### config.mk
export PLATFORM = sky130hd
export DESIGN_NAME = sc_branch_cond
export DESIGN_NICKNAME = d
export VERILOG_FILES = /design/src/rtl/sc_branch_cond_pkg.sv /design/src/rtl/sc_cond_eval.sv /design/src/rtl/sc_branch_cond.sv
export SDC_FILE = /design/constraint.sdc
export NUM_CORES = 1
export LEC_CHECK = 0
export BUFFER_PORTS_ARGS = -buffer_cell sky130_fd_sc_hd__buf_2
export CORE_UTILIZATION = 61
export DETAILED_ROUTE_END_ITERATION = 8
export GPL_ROUTABILITY_DRIVEN = 0
export HOLD_SLACK_MARGIN = 0.05
export PLACE_DENSITY = 0.86
export RECOVER_POWER = 25
export SLEW_MARGIN = 20
export SYNTH_ARGS = -nofsm -noshare
export SYNTH_HDL_FRONTEND = slang
export SYNTH_SLANG_ARGS = --single-unit
### constraint.sdc
create_clock -name SC_BranchCond_CLOCK_50 -period 6 [get_ports SC_BranchCond_CLOCK_50]
set_clock_uncertainty 0.15 [all_clocks]
set_input_delay 0.9 -clock SC_BranchCond_CLOCK_50 [delete_from_list [all_inputs] [get_ports SC_BranchCond_CLOCK_50]]
set_output_delay 0.9 -clock SC_BranchCond_CLOCK_50 [all_outputs]
set_load 0.02 [all_outputs]
### src/rtl/sc_branch_cond_pkg.sv
// Shared definitions for the branch-condition resolver and its Ticc trap reuse:
// Bicc condition codes, PSR flag bit positions and FSM state encodings.
package sc_branch_cond_pkg;

  localparam logic [3:0] BN   = 4'b0000;
  localparam logic [3:0] BE   = 4'b0001;
  localparam logic [3:0] BLE  = 4'b0010;
  localparam logic [3:0] BL   = 4'b0011;
  localparam logic [3:0] BLEU = 4'b0100;
  localparam logic [3:0] BCS  = 4'b0101;
  localparam logic [3:0] BNEG = 4'b0110;
  localparam logic [3:0] BVS  = 4'b0111;
  localparam logic [3:0] BA   = 4'b1000;
  localparam logic [3:0] BNE  = 4'b1001;
  localparam logic [3:0] BG   = 4'b1010;
  localparam logic [3:0] BGE  = 4'b1011;
  localparam logic [3:0] BGU  = 4'b1100;
  localparam logic [3:0] BCC  = 4'b1101;
  localparam logic [3:0] BPOS = 4'b1110;
  localparam logic [3:0] BVC  = 4'b1111;

  localparam int FLAG_N = 3;
  localparam int FLAG_Z = 2;
  localparam int FLAG_V = 1;
  localparam int FLAG_C = 0;

  typedef enum logic {
    ST_IDLE    = 1'b0,
    ST_WAIT_CC = 1'b1
  } state_e;

endpackage

### src/rtl/sc_cond_eval.sv
// Combinational Bicc/Ticc condition evaluator: cond field + {N,Z,V,C} -> taken.
module sc_cond_eval
  import sc_branch_cond_pkg::*;
(
  input  logic [3:0] cond_i,
  input  logic [3:0] flags_i,
  output logic       taken_o
);

  logic n, z, v, c;

  assign n = flags_i[FLAG_N];
  assign z = flags_i[FLAG_Z];
  assign v = flags_i[FLAG_V];
  assign c = flags_i[FLAG_C];

  always_comb begin
    // NOTE: default assignment first so no path through the case leaves taken_o unassigned (no latch).
    taken_o = 1'b0;
    case (cond_i)
      BN:   taken_o = 1'b0;
      BE:   taken_o = z;
      BLE:  taken_o = z | (n ^ v);
      BL:   taken_o = n ^ v;
      BLEU: taken_o = c | z;
      BCS:  taken_o = c;
      BNEG: taken_o = n;
      BVS:  taken_o = v;
      BA:   taken_o = 1'b1;
      BNE:  taken_o = ~z;
      BG:   taken_o = ~(z | (n ^ v));
      BGE:  taken_o = ~(n ^ v);
      BGU:  taken_o = ~(c | z);
      BCC:  taken_o = ~c;
      BPOS: taken_o = ~n;
      BVC:  taken_o = ~v;
    endcase
  end

endmodule

### src/rtl/sc_branch_cond.sv
// Branch-condition resolver: accepts a Bicc request, waits one cycle when a flag
// write is in flight, and returns a registered taken/target/annul result to fetch.
module sc_branch_cond
  import sc_branch_cond_pkg::*;
#(
  parameter int DISP_W = 22,
  parameter int ADDR_W = 32
) (
  input  logic              SC_BranchCond_CLOCK_50,
  input  logic              SC_BranchCond_RESET_InLow,
  input  logic              SC_BranchCond_Req_InHigh,
  output logic              SC_BranchCond_Ready_OutHigh,
  input  logic [3:0]        SC_BranchCond_Cond,
  input  logic              SC_BranchCond_Annul,
  input  logic [ADDR_W-1:0] SC_BranchCond_Pc,
  input  logic [DISP_W-1:0] SC_BranchCond_Disp,
  input  logic [3:0]        SC_BranchCond_Flags,
  input  logic              SC_BranchCond_CcPending_InLow,
  input  logic              SC_BranchCond_Flush_InHigh,
  output logic              SC_BranchCond_Valid_OutHigh,
  output logic              SC_BranchCond_Taken_OutHigh,
  output logic [ADDR_W-1:0] SC_BranchCond_Target,
  output logic              SC_BranchCond_AnnulSlot_OutHigh
);

  logic clk, rst_n;
  assign clk   = SC_BranchCond_CLOCK_50;
  assign rst_n = SC_BranchCond_RESET_InLow;

  state_e state_q, state_d;

  logic [3:0]        hold_cond_q;
  logic              hold_annul_q;
  logic [ADDR_W-1:0] hold_pc_q;
  logic [DISP_W-1:0] hold_disp_q;

  logic              valid_q, taken_q, annul_slot_q;
  logic [ADDR_W-1:0] target_q;

  logic ready, accept, load, capture;

  logic [3:0]        cond_sel;
  logic              annul_sel;
  logic [ADDR_W-1:0] pc_sel;
  logic [DISP_W-1:0] disp_sel;
  logic [ADDR_W-1:0] disp_off;
  logic [ADDR_W-1:0] target_d;
  logic              taken_d, annul_slot_d;

  assign ready  = (state_q == ST_IDLE);
  assign accept = SC_BranchCond_Req_InHigh & ready;

  // State register
  always_ff @(posedge clk or negedge rst_n) begin
    if (!rst_n) begin
      state_q <= ST_IDLE;
    end else begin
      // NOTE: sequential state uses non-blocking assignments so every register samples pre-edge values.
      state_q <= state_d;
    end
  end

  // Next-state logic; a pending flag write diverts the accept into WAIT_CC
  always_comb begin
    state_d = state_q;
    case (state_q)
      ST_IDLE:    if (accept && !SC_BranchCond_Flush_InHigh && !SC_BranchCond_CcPending_InLow)
                    state_d = ST_WAIT_CC;
      ST_WAIT_CC: state_d = ST_IDLE;
      default:    state_d = ST_IDLE;
    endcase
  end

  // FSM outputs: when to snapshot the request and when to load a result
  always_comb begin
    load    = 1'b0;
    capture = 1'b0;
    case (state_q)
      ST_IDLE: begin
        load    = accept & ~SC_BranchCond_Flush_InHigh &  SC_BranchCond_CcPending_InLow;
        capture = accept & ~SC_BranchCond_Flush_InHigh & ~SC_BranchCond_CcPending_InLow;
      end
      ST_WAIT_CC: load = ~SC_BranchCond_Flush_InHigh;
      default: ;
    endcase
  end

  // In WAIT_CC the held request is evaluated against the now-updated live flags
  assign cond_sel  = (state_q == ST_WAIT_CC) ? hold_cond_q  : SC_BranchCond_Cond;
  assign annul_sel = (state_q == ST_WAIT_CC) ? hold_annul_q : SC_BranchCond_Annul;
  assign pc_sel    = (state_q == ST_WAIT_CC) ? hold_pc_q    : SC_BranchCond_Pc;
  assign disp_sel  = (state_q == ST_WAIT_CC) ? hold_disp_q  : SC_BranchCond_Disp;

  sc_cond_eval u_cond_eval (
    .cond_i  (cond_sel),
    .flags_i (SC_BranchCond_Flags),
    .taken_o (taken_d)
  );

  assign disp_off = {{(ADDR_W-DISP_W-2){disp_sel[DISP_W-1]}}, disp_sel, 2'b00};
  assign target_d = pc_sel + disp_off;

  // Only conditional taken branches keep the delay slot when the a-bit is set
  assign annul_slot_d = annul_sel & ((cond_sel == BA) | (cond_sel == BN) | ~taken_d);

  always_ff @(posedge clk or negedge rst_n) begin
    if (!rst_n) begin
      hold_cond_q  <= '0;
      hold_annul_q <= 1'b0;
      hold_pc_q    <= '0;
      hold_disp_q  <= '0;
    end else if (capture) begin
      hold_cond_q  <= SC_BranchCond_Cond;
      hold_annul_q <= SC_BranchCond_Annul;
      hold_pc_q    <= SC_BranchCond_Pc;
      hold_disp_q  <= SC_BranchCond_Disp;
    end
  end

  always_ff @(posedge clk or negedge rst_n) begin
    if (!rst_n) begin
      valid_q      <= 1'b0;
      taken_q      <= 1'b0;
      annul_slot_q <= 1'b0;
      target_q     <= '0;
    end else begin
      valid_q <= load;
      if (load) begin
        taken_q      <= taken_d;
        annul_slot_q <= annul_slot_d;
        target_q     <= target_d;
      end
    end
  end

  // A flush in the result cycle still cancels the pulse for that request
  assign SC_BranchCond_Valid_OutHigh     = valid_q & ~SC_BranchCond_Flush_InHigh;
  assign SC_BranchCond_Ready_OutHigh     = ready;
  assign SC_BranchCond_Taken_OutHigh     = taken_q;
  assign SC_BranchCond_Target            = target_q;
  assign SC_BranchCond_AnnulSlot_OutHigh = annul_slot_q;

endmodule

==> impl_metrics.json, run 1 <==
{
  "drtIter0Drc": 283,
  "leakage_nw": 2.99,
  "fin_area_sq_mm": 0.00673,
  "use_met2": 0.468,
  "cts_tree": "built",
  "ys_warn_count": 0,
  "synthesis.area_sq_mm": 0.00597,
  "critPathLaunch": "state_q",
  "clkTransAtPathRegs_ps": 90,
  "multiInputGateArea_sq_mm": 0.00342,
  "cts_made_buffers": 9,
  "cts_sinks": 95,
  "timing.final.crit_share": 0.664,
  "num_rows": 35,
  "drtAntennaViolNets": 0,
  "finalMaxSlewViolations": 39,
  "dieArea_sq_mm": 0.0102,
  "die_y_um": 101,
  "critPathRequiredTime_ps": 6070,
  "timing.final.ws_setup_ps": 2020,
  "p_per_area_mw_per_mm2": 301,
  "hold_class": "flip-flop to flip-flop",
  "critPathKind": "flip-flop to flip-flop",
  "grt_pass1_vias": 4804,
  "cts_root_buf": "clkbuf_8",
  "vias": 4801,
  "yosysMostFrequentCell": "mux2_2",
  "grtUsageMet3": 0.0465,
  "hold_start": "SC_BranchCond_Target[23]",
  "crit_arrival_ps": 4050,
  "cts_resized": 0,
  "cts_buffer_depth": 2,
  "hold_viol_final": 0,
  "antenna_cells": 0,
  "synth.area.top_cells": "dfrtp_1 (40%), mux2_2 (21%), ha_1 (6.1%)",
  "clock_latency_ps": 360,
  "drc": 0,
  "r2r-start": "state_q",
  "critPathLaunchType": "flip-flop",
  "num_io_pins": 104,
  "initial_core_util": 0.637,
  "syn_area_per_cell_sq_um": 10.5,
  "synth_fp_nets": 668,
  "top_usage_layer": "met2",
  "max-cap-violations": 1,
  "synthToLayoutAreaGrowth_pct": 12.8,
  "grt_pass1_wl_um": 22300,
  "htreeDepth": 3,
  "clock.fmax_mhz": 251,
  "yosys.area.top_type": "dfrtp_1",
  "synthesis.instances": 570,
  "rsz0062_at_grt": "false",
  "first_pass_iters": 6,
  "ys_types": 55,
  "grt_max_degree": 68,
  "synth-edff-count": 0,
  "place_area_sq_mm": 0.00656,
  "cp_max_fo": 35,
  "layout-drive-gt1-share": 0.361,
  "grt_use_met1": 0.352,
  "antenna_found_initial": 0,
  "failed_checks": "capacitance limit, slew limit",
  "port-buffer-count": 103,
  "tightestPinTransition_ps": 2060,
  "cts_hold_buf": 0,
  "synth_top_area_frac": 0.398,
  "vdd.ir_drop.worst_v": 0.000197,
  "routed_wl_um": 13600,
  "die_w_um": 101,
  "outcome": "finished with violations",
  "async_flop_share": 1.00,
  "end_kind": "flip-flop",
  "regArea_sq_mm": 0.00238,
  "grt-ovfl-total": 0,
  "dp_hpwl_um": 9810,
  "track_usage": 0.276,
  "maxSlewHeadroom": -0.373,
  "fin_crit_ps": 3980,
  "setup_viol": 0,
  "coreArea_sq_mm": 0.00937,
  "dpl_worst_slack_ps": 2050,
  "viasPerCell": 6.07,
  "final_nets": 755,
  "fillCellCount": 708,
  "finalSetupTns_ps": 0,
  "wire_per_inst_um": 17.1,
  "post_cts_buffers": 0,
  "synth_ff_type": "dfrtp_1",
  "synthTopCellsByCount": "mux2_2 (110), dfrtp_1 (95), nand2_1 (59)",
  "ys_seq_elements": 95,
  "ys_seq_area_frac": 0.398
}
## layer usage
metal / wire length (um) / up-vias
li1: - / 2241
met1: 5870 / 2285
met2: 6400 / 228
met3: 919 / 47
met4: 362 / 0
met5: 0 / -
## metrics by stage
step	std cells	total power, W	utilization	hold slack [ps]
finish	791	0.00203	0.718	343
global placement	775	0.00159	0.700	310
CTS	791	0.00203	0.720	347
global route	791	0.00214	0.718	372
floorplan	570	0.00139	-	325
detailed placement	775	0.00162	0.700	316
## cell families after synthesis
group	share of synthesized area
AOI/OAI and AO/OA	0.154
muxes	0.230
and+or+nand+nor	0.0868
DFF	0.398
buffers and inverters	0.0291
adders and majority gates	0.0642
xor gates and xnor gates	0.0382
## flip-flops by register name, indices dropped and copies added, names as in the netlist
name / flops
hold_annul_q: 1
SC_BranchCond_Taken_OutHigh: 1
valid_q: 1
hold_pc_q: 32
hold_cond_q: 4
state_q: 1
SC_BranchCond_Target: 32
SC_BranchCond_AnnulSlot_OutHigh: 1
hold_disp_q: 22
## worst paths after layout
check                                            to  slack (ps)  depth (start not counted)
setup / recovery           SC_BranchCond_Target[30]        2020                         10
hold / removal             SC_BranchCond_Target[23]         340                          2
setup reg to reg           SC_BranchCond_Target[30]        2020                         10
hold reg to reg            SC_BranchCond_Target[23]         340                          2
max in group asynchronous                   state_q        2320                          2
min in group asynchronous  SC_BranchCond_Target[16]         960                          1
## cell usage in the layout, fill, tap and decap left out, types with 4 or more instances in the layout
| master | netlist | layout |
|---|---|---|
| clkbuf_8 | 0 | 10 |
| dfrtp_1 | 95 | 94 |
| nand2_1 | 59 | 59 |
| o21ai_1 | 5 | 5 |
| nand3_1 | 7 | 7 |
| and3_1 | 4 | 4 |
| clkbuf_1 | 19 | 6 |
| o211ai_1 | 4 | 4 |
| xnor2_1 | 18 | 18 |
| a21oi_1 | 29 | 29 |
| ha_1 | 29 | 29 |
| o31ai_1 | 7 | 7 |
| o21ai_0 | 47 | 47 |
| buf_2 | 7 | 98 |
| nor2_1 | 16 | 16 |
| a211o_1 | 4 | 4 |
| mux2_2 | 110 | 110 |
| xor2_1 | 8 | 8 |
| o21bai_1 | 6 | 6 |
| nand4_1 | 6 | 6 |
| inv_1 | 13 | 13 |
| or2_2 | 4 | 4 |
| o21a_1 | 9 | 9 |
| mux2i_1 | 12 | 12 |
## power breakdown
part	internal, W	switching (W)	total, W
Combinational	0.000316	0.000426	0.000743
Clock	0.000166	0.000241	0.000406
Sequential	0.000793	0.0000870	0.000880
## area by class of cell
type                       count  area share
clock buffer                  11      0.0210
clock inverter                 5     0.00613
inverter                      13     0.00725
multi-input combinational    431       0.509
sequential                    95       0.353
tap                          129      0.0240
timing repair buffer         107      0.0797
## critical path, cell delays in order (launching register included)
cell	delay, ps
dfrtp_2	790
buf_4	540
mux2_2	500
ha_1	410
a21oi_1	190
o21ai_0	190
a311o_1	360
a221oi_1	290
o31ai_1	140
xnor2_1	180
o21ai_0	90
Power figures use the tool's default switching activity.
==> inputs of run 2 (changes only) <==
--- a/config.mk
+++ b/config.mk
@@ -6,11 +6,11 @@
 export NUM_CORES = 1
 export LEC_CHECK = 0
 export BUFFER_PORTS_ARGS = -buffer_cell sky130_fd_sc_hd__buf_2
-export CORE_UTILIZATION = 61
+export CORE_UTILIZATION = 57
 export DETAILED_ROUTE_END_ITERATION = 8
 export GPL_ROUTABILITY_DRIVEN = 0
 export HOLD_SLACK_MARGIN = 0.05
-export PLACE_DENSITY = 0.86
+export PLACE_DENSITY = 0.81
 export RECOVER_POWER = 25
 export SLEW_MARGIN = 20
 export SYNTH_ARGS = -nofsm -noshare
==> constraint.sdc (replaced) <==
create_clock -name SC_BranchCond_CLOCK_50 -period 4.07 [get_ports SC_BranchCond_CLOCK_50]
set_clock_uncertainty 0.15 [all_clocks]
set_input_delay 0.6105 -clock SC_BranchCond_CLOCK_50 [delete_from_list [all_inputs] [get_ports SC_BranchCond_CLOCK_50]]
set_output_delay 0.6105 -clock SC_BranchCond_CLOCK_50 [all_outputs]
set_load 0.02 [all_outputs]
==> run 2 against run 1 <==
The run still ends with capacitance limit, slew limit left. Global-route usage fell by 1.4 points. Worst setup slack got worse by 1600 ps. Critical path depth did not move. Die area rose by 6.9%. Clock power rose by 58%. Clock-buffer cell count did not move. Hold slack got worse by 26 ps. Via count fell by 1.5%. Routed wire length rose by 1.1%. Utilization fell by 3.6 points. Cell count rose by 1.1%.
==> impl_metrics.json, run 2 (synthesis results as in run 1) <==
{
  "die_w_um": 104,
  "drtIter0Drc": 241,
  "setup_viol": 0,
  "clock_latency_ps": 380,
  "clkTransAtPathRegs_ps": 100,
  "cts_buffer_depth": 2,
  "cts_made_buffers": 9,
  "critPathKind": "flip-flop to flip-flop",
  "viasPerCell": 5.91,
  "cts_root_buf": "clkbuf_8",
  "wire_per_inst_um": 17.1,
  "first_pass_iters": 5,
  "power.switching_w": 0.00110,
  "rsz0062_at_grt": "false",
  "stdcell_count": 800,
  "routed_wl_um": 13700,
  "end_kind": "flip-flop",
  "dp_cells": 784,
  "finalSetupTns_ps": 0,
  "dp_hpwl_um": 10300,
  "dieArea_sq_mm": 0.0109,
  "swShare": 0.362,
  "grt_pass1_wl_um": 23000,
  "cts_tree": "built",
  "num_io_pins": 104,
  "crit_arrival_ps": 3790,
  "port-buffer-count": 103,
  "critPathLaunchType": "flip-flop",
  "failed_checks": "capacitance limit, slew limit",
  "outcome": "finished with violations",
  "leakage_nw": 3.04,
  "hold_class": "primary input to flip-flop",
  "final_common_cell": "mux2_2",
  "htreeDepth": 3,
  "grt_pass1_vias": 4842,
  "coreArea_sq_mm": 0.00995,
  "maxSlewHeadroom": -0.687,
  "layout-drive-gt1-share": 0.372,
  "cp_max_fo": 20,
  "track_usage": 0.262,
  "antenna_cells": 0,
  "cts_resized": 0,
  "clock.fmax_mhz": 271,
  "finalMaxSlewViolations": 48,
  "fillCellCount": 787,
  "num_rows": 36,
  "initial_core_util": 0.599,
  "layout_common_cells": "mux2_2 (110), buf_2 (102), dfrtp_1 (94)",
  "synthToLayoutAreaGrowth_pct": 13.9,
  "antenna_found_initial": 0,
  "grt-ovfl-total": 0,
  "vias": 4729,
  "p_per_area_mw_per_mm2": 448,
  "post_cts_buffers": 0,
  "power_frac_seq": 0.427,
  "critPathRequiredTime_ps": 4160,
  "clockPowerShare": 0.210,
  "fin_crit_ps": 3690,
  "p_int_w": 0.00194,
  "die_y_um": 104,
  "timing.final.crit_share": 0.908,
  "multiInputGateArea_sq_mm": 0.00342,
  "hold_ws_ps": 316,
  "vdd.ir_drop.worst_v": 0.000230,
  "regArea_sq_mm": 0.00238,
  "hold_viol_final": 0,
  "max-cap-violations": 1,
  "final_nets": 760,
  "combPwrFrac": 0.363,
  "tightestPinTransition_ps": 2530,
  "drtAntennaViolNets": 0,
  "cts_hold_buf": 0,
  "cts_sinks": 95,
  "grt_max_degree": 48,
  "drc": 0
}
run 2: changes by cell type in the layout (fill, tap and decap cells not counted):
cell | before | now
buf_4 | 3 | 8
buf_2 | 98 | 102
clkbuf_1 | 6 | 2
clkinv_2 | 0 | 2
clkinvlp_4 | 2 | 0
bufinv_16 | 0 | 1
inv_6 | 1 | 0
run 2: worst max-delay path: stages, from the launching register on:
cell	delay (ps)
dfrtp_2	670
buf_4	300
mux2_2	460
ha_1	420
a21oi_1	220
o21ai_0	200
a311o_1	350
a221oi_1	350
o31ai_1	170
xnor2_1	180
o21ai_0	90
run 2: worst paths after layout:
check	cells after the start	to	startpoint	slack, ps
setup / recovery	10	SC_BranchCond_Target[30]	state_q	380
hold / removal	2	hold_pc_q[2]	SC_BranchCond_Pc[2]	320
setup reg to reg	10	SC_BranchCond_Target[30]	state_q	380
hold reg to reg	2	SC_BranchCond_Target[1]	SC_BranchCond_Target[1]	340
max in group asynchronous	2	SC_BranchCond_Target[0]	SC_BranchCond_RESET_InLow	1220
min in group asynchronous	1	hold_pc_q[17]	SC_BranchCond_RESET_InLow	860
run 2: cell type report:
cell class,instances,area share
inverters,13,0.00718
flip-flops and latches,95,0.350
repair buffers,112,0.0852
clock inverters,5,0.00847
multi-input cells,431,0.504
well taps,133,0.0245
clock buffers,11,0.0208
run 2: routing by layer:
metal  track usage  wire length [um]  vias up
li1              -                 -     2263
met1         0.344              6130     2297
met2         0.433              6610      147
met3        0.0382               699       22
met4         0.109               266        0
met5             0                 0        -
run 2: through the flow:
stage | total power (W) | cell area [sq um] | setup WS (ps) | util
global placement | 0.00236 | 6600 | 612 | 0.663
global route | 0.00323 | 6800 | 151 | 0.683
detailed placement | 0.00241 | 6600 | 455 | 0.663
finish | 0.00304 | 6800 | 375 | 0.683
floorplan | 0.00205 | 5970 | 555 | -
CTS | 0.00306 | 6800 | 462 | 0.683
run 2: power by group through the flow:
stage	logic, W	clock network, W	registers [W]
finish	0.00110	0.000640	0.00130
global route	0.00121	0.000693	0.00133
CTS	0.00110	0.000656	0.00130
detailed placement	0.00110	0	0.00132
global placement	0.00106	0	0.00130
floorplan	0.000647	0	0.00141
==> inputs of run 3 (changes only) <==
--- a/config.mk
+++ b/config.mk
@@ -10,7 +10,7 @@
 export DETAILED_ROUTE_END_ITERATION = 8
 export GPL_ROUTABILITY_DRIVEN = 0
 export HOLD_SLACK_MARGIN = 0.05
-export PLACE_DENSITY = 0.81
+export PLACE_DENSITY_LB_ADDON = 0.3
 export RECOVER_POWER = 25
 export SLEW_MARGIN = 20
 export SYNTH_ARGS = -nofsm -noshare
==> run 3 against run 2 <==
The run still ends with capacitance limit, slew limit left. Global-route usage decreased by 0.65 points. Sequential power about the same. Hold slack improved by 17 ps. Clock-buffer cell count unchanged. Combinational power about the same. Routed wire length decreased by 3.7%. Maximum frequency decreased by 0.83%. Power increased by 0.56%. Clock power increased by 5.6%. Via count decreased by 0.55%. First-iteration DRC count decreased by 6.6%. Sequential share of layout area about the same. Critical endpoint unchanged. Highest routed layer unchanged.
==> impl_metrics.json, run 3 (synthesis results as in run 1) <==
{
  "outcome": "finished with violations",
  "failed_checks": "capacitance limit, slew limit",
  "drc": 0,
  "finalSetupTns_ps": 0,
  "place_area_sq_mm": 0.00659,
  "cts_sinks": 95,
  "p_int_w": 0.00200,
  "drtAntennaViolNets": 0,
  "hold_class": "flip-flop to flip-flop",
  "swShare": 0.347,
  "critPathKind": "flip-flop to flip-flop",
  "cts_made_buffers": 9,
  "dp_hpwl_um": 9900,
  "wire_per_inst_um": 16.6,
  "max-cap-violations": 1,
  "timing.final.crit_share": 0.915,
  "end_kind": "flip-flop",
  "clockPowerShare": 0.221,
  "maxSlewHeadroom": -0.0849,
  "power.switching_w": 0.00106,
  "antenna_cells": 0,
  "power_frac_seq": 0.422,
  "critPathLaunchType": "flip-flop",
  "viasPerCell": 5.90,
  "finalMaxSlewViolations": 65,
  "hold_viol_final": 0,
  "cts_hold_buf": 0,
  "num_rows": 36,
  "clock.fmax_mhz": 268,
  "grt_pass1_vias": 4835,
  "cp_max_fo": 24,
  "routed_wl_um": 13200,
  "grt-ovfl-total": 0,
  "clock_latency_ps": 360,
  "clkTransAtPathRegs_ps": 90,
  "layout-drive-gt1-share": 0.370,
  "track_usage": 0.256,
  "cts_buffer_depth": 2,
  "drtIter0Drc": 225,
  "critPathRequiredTime_ps": 4210,
  "port-buffer-count": 103,
  "initial_core_util": 0.599,
  "first_pass_iters": 4,
  "final_nets": 758,
  "fillCellCount": 763,
  "vdd.ir_drop.worst_v": 0.000256,
  "final_common_cell": "mux2_2",
  "leakage_nw": 3.04,
  "p_per_area_mw_per_mm2": 450,
  "die_w_um": 104,
  "multiInputGateArea_sq_mm": 0.00342,
  "crit_arrival_ps": 3860,
  "combPwrFrac": 0.357,
  "cts_resized": 0,
  "regArea_sq_mm": 0.00238,
  "post_cts_buffers": 0,
  "tightestPinTransition_ps": 1630,
  "dieArea_sq_mm": 0.0109,
  "antenna_found_initial": 0,
  "fin_crit_ps": 3730,
  "num_io_pins": 104,
  "vias": 4703,
  "grt_max_degree": 65,
  "rsz0062_at_grt": "false",
  "setup_viol": 0,
  "htreeDepth": 3,
  "fin_area_sq_mm": 0.00680,
  "cts_root_buf": "clkbuf_8",
  "grt_pass1_wl_um": 22600,
  "cts_tree": "built",
  "die_y_um": 104,
  "coreArea_sq_mm": 0.00995,
  "layout_common_cells": "mux2_2 (110), buf_2 (102), dfrtp_1 (94)",
  "synthToLayoutAreaGrowth_pct": 13.9
}
==> run 3: cell types whose count changed in the layout (fill, tap and decap cells not counted), sizes merged <==
cell    previous run  this run
buf              110       109
bufinv             1         2
clkbuf            13        12
clkinv             4         2
==> run 3: layer usage <==
layer	vias up	part of all wire	routed length, um	track usage
met4	0	0.025	336	0.101
met2	175	0.47	6270	0.435
li1	2248	-	-	-
met5	-	0	0	0
met1	2253	0.44	5810	0.322
met3	27	0.059	783	0.0445
==> run 3: final timing paths <==
| kind | start | to | slack, ps | cells past startpoint |
|---|---|---|---|---|
| max reg2reg | state_q | SC_BranchCond_Target[30] | 340 | 10 |
| min | SC_BranchCond_Target[11] | SC_BranchCond_Target[11] | 330 | 2 |
| min reg2reg | SC_BranchCond_Target[11] | SC_BranchCond_Target[11] | 330 | 2 |
| max in group asynchronous | SC_BranchCond_RESET_InLow | SC_BranchCond_Taken_OutHigh | 2050 | 2 |
| max | state_q | SC_BranchCond_Target[30] | 340 | 10 |
| min in group asynchronous | SC_BranchCond_RESET_InLow | hold_pc_q[17] | 510 | 1 |
==> run 3: worst max-delay path: stages, from the launching register on <==
cell	delay, ps
dfrtp_2	670
buf_4	390
mux2_2	380
ha_1	360
a21oi_1	200
o21ai_0	230
a311o_1	370
a221oi_1	410
o31ai_1	170
xnor2_1	150
o21ai_0	150
==> run 3: final cells by class <==
type	instances	share of cell area
Timing Repair Buffer	110	0.0836
Clock inverter	4	0.0103
Multi-Input combinational cell	431	0.504
Tap cell	133	0.0245
Inverter	13	0.00718
Sequential cell	95	0.350
Clock buffer	11	0.0208
==> run 3: metrics by stage <==
| step | total power [W] | hold slack, ps | instances | utilization | setup slack [ps] |
|---|---|---|---|---|---|
| floorplan | 0.00205 | 165 | 570 | - | 555 |
| global placement | 0.00235 | 306 | 782 | 0.662 | 533 |
| detailed placement | 0.00240 | 319 | 782 | 0.662 | 373 |
| CTS | 0.00308 | 214 | 797 | 0.683 | 360 |
| global route | 0.00326 | 335 | 797 | 0.683 | 66.7 |
| finish | 0.00306 | 334 | 797 | 0.683 | 344 |
==> run 3: power by group through the flow <==
stage / clock [W] / combinational, W / sequential [W]
CTS: 0.000691 / 0.00109 / 0.00129
finish: 0.000676 / 0.00109 / 0.00129
global route: 0.000732 / 0.00120 / 0.00132
global placement: 0 / 0.00106 / 0.00130
detailed placement: 0 / 0.00109 / 0.00131
floorplan: 0 / 0.000647 / 0.00141
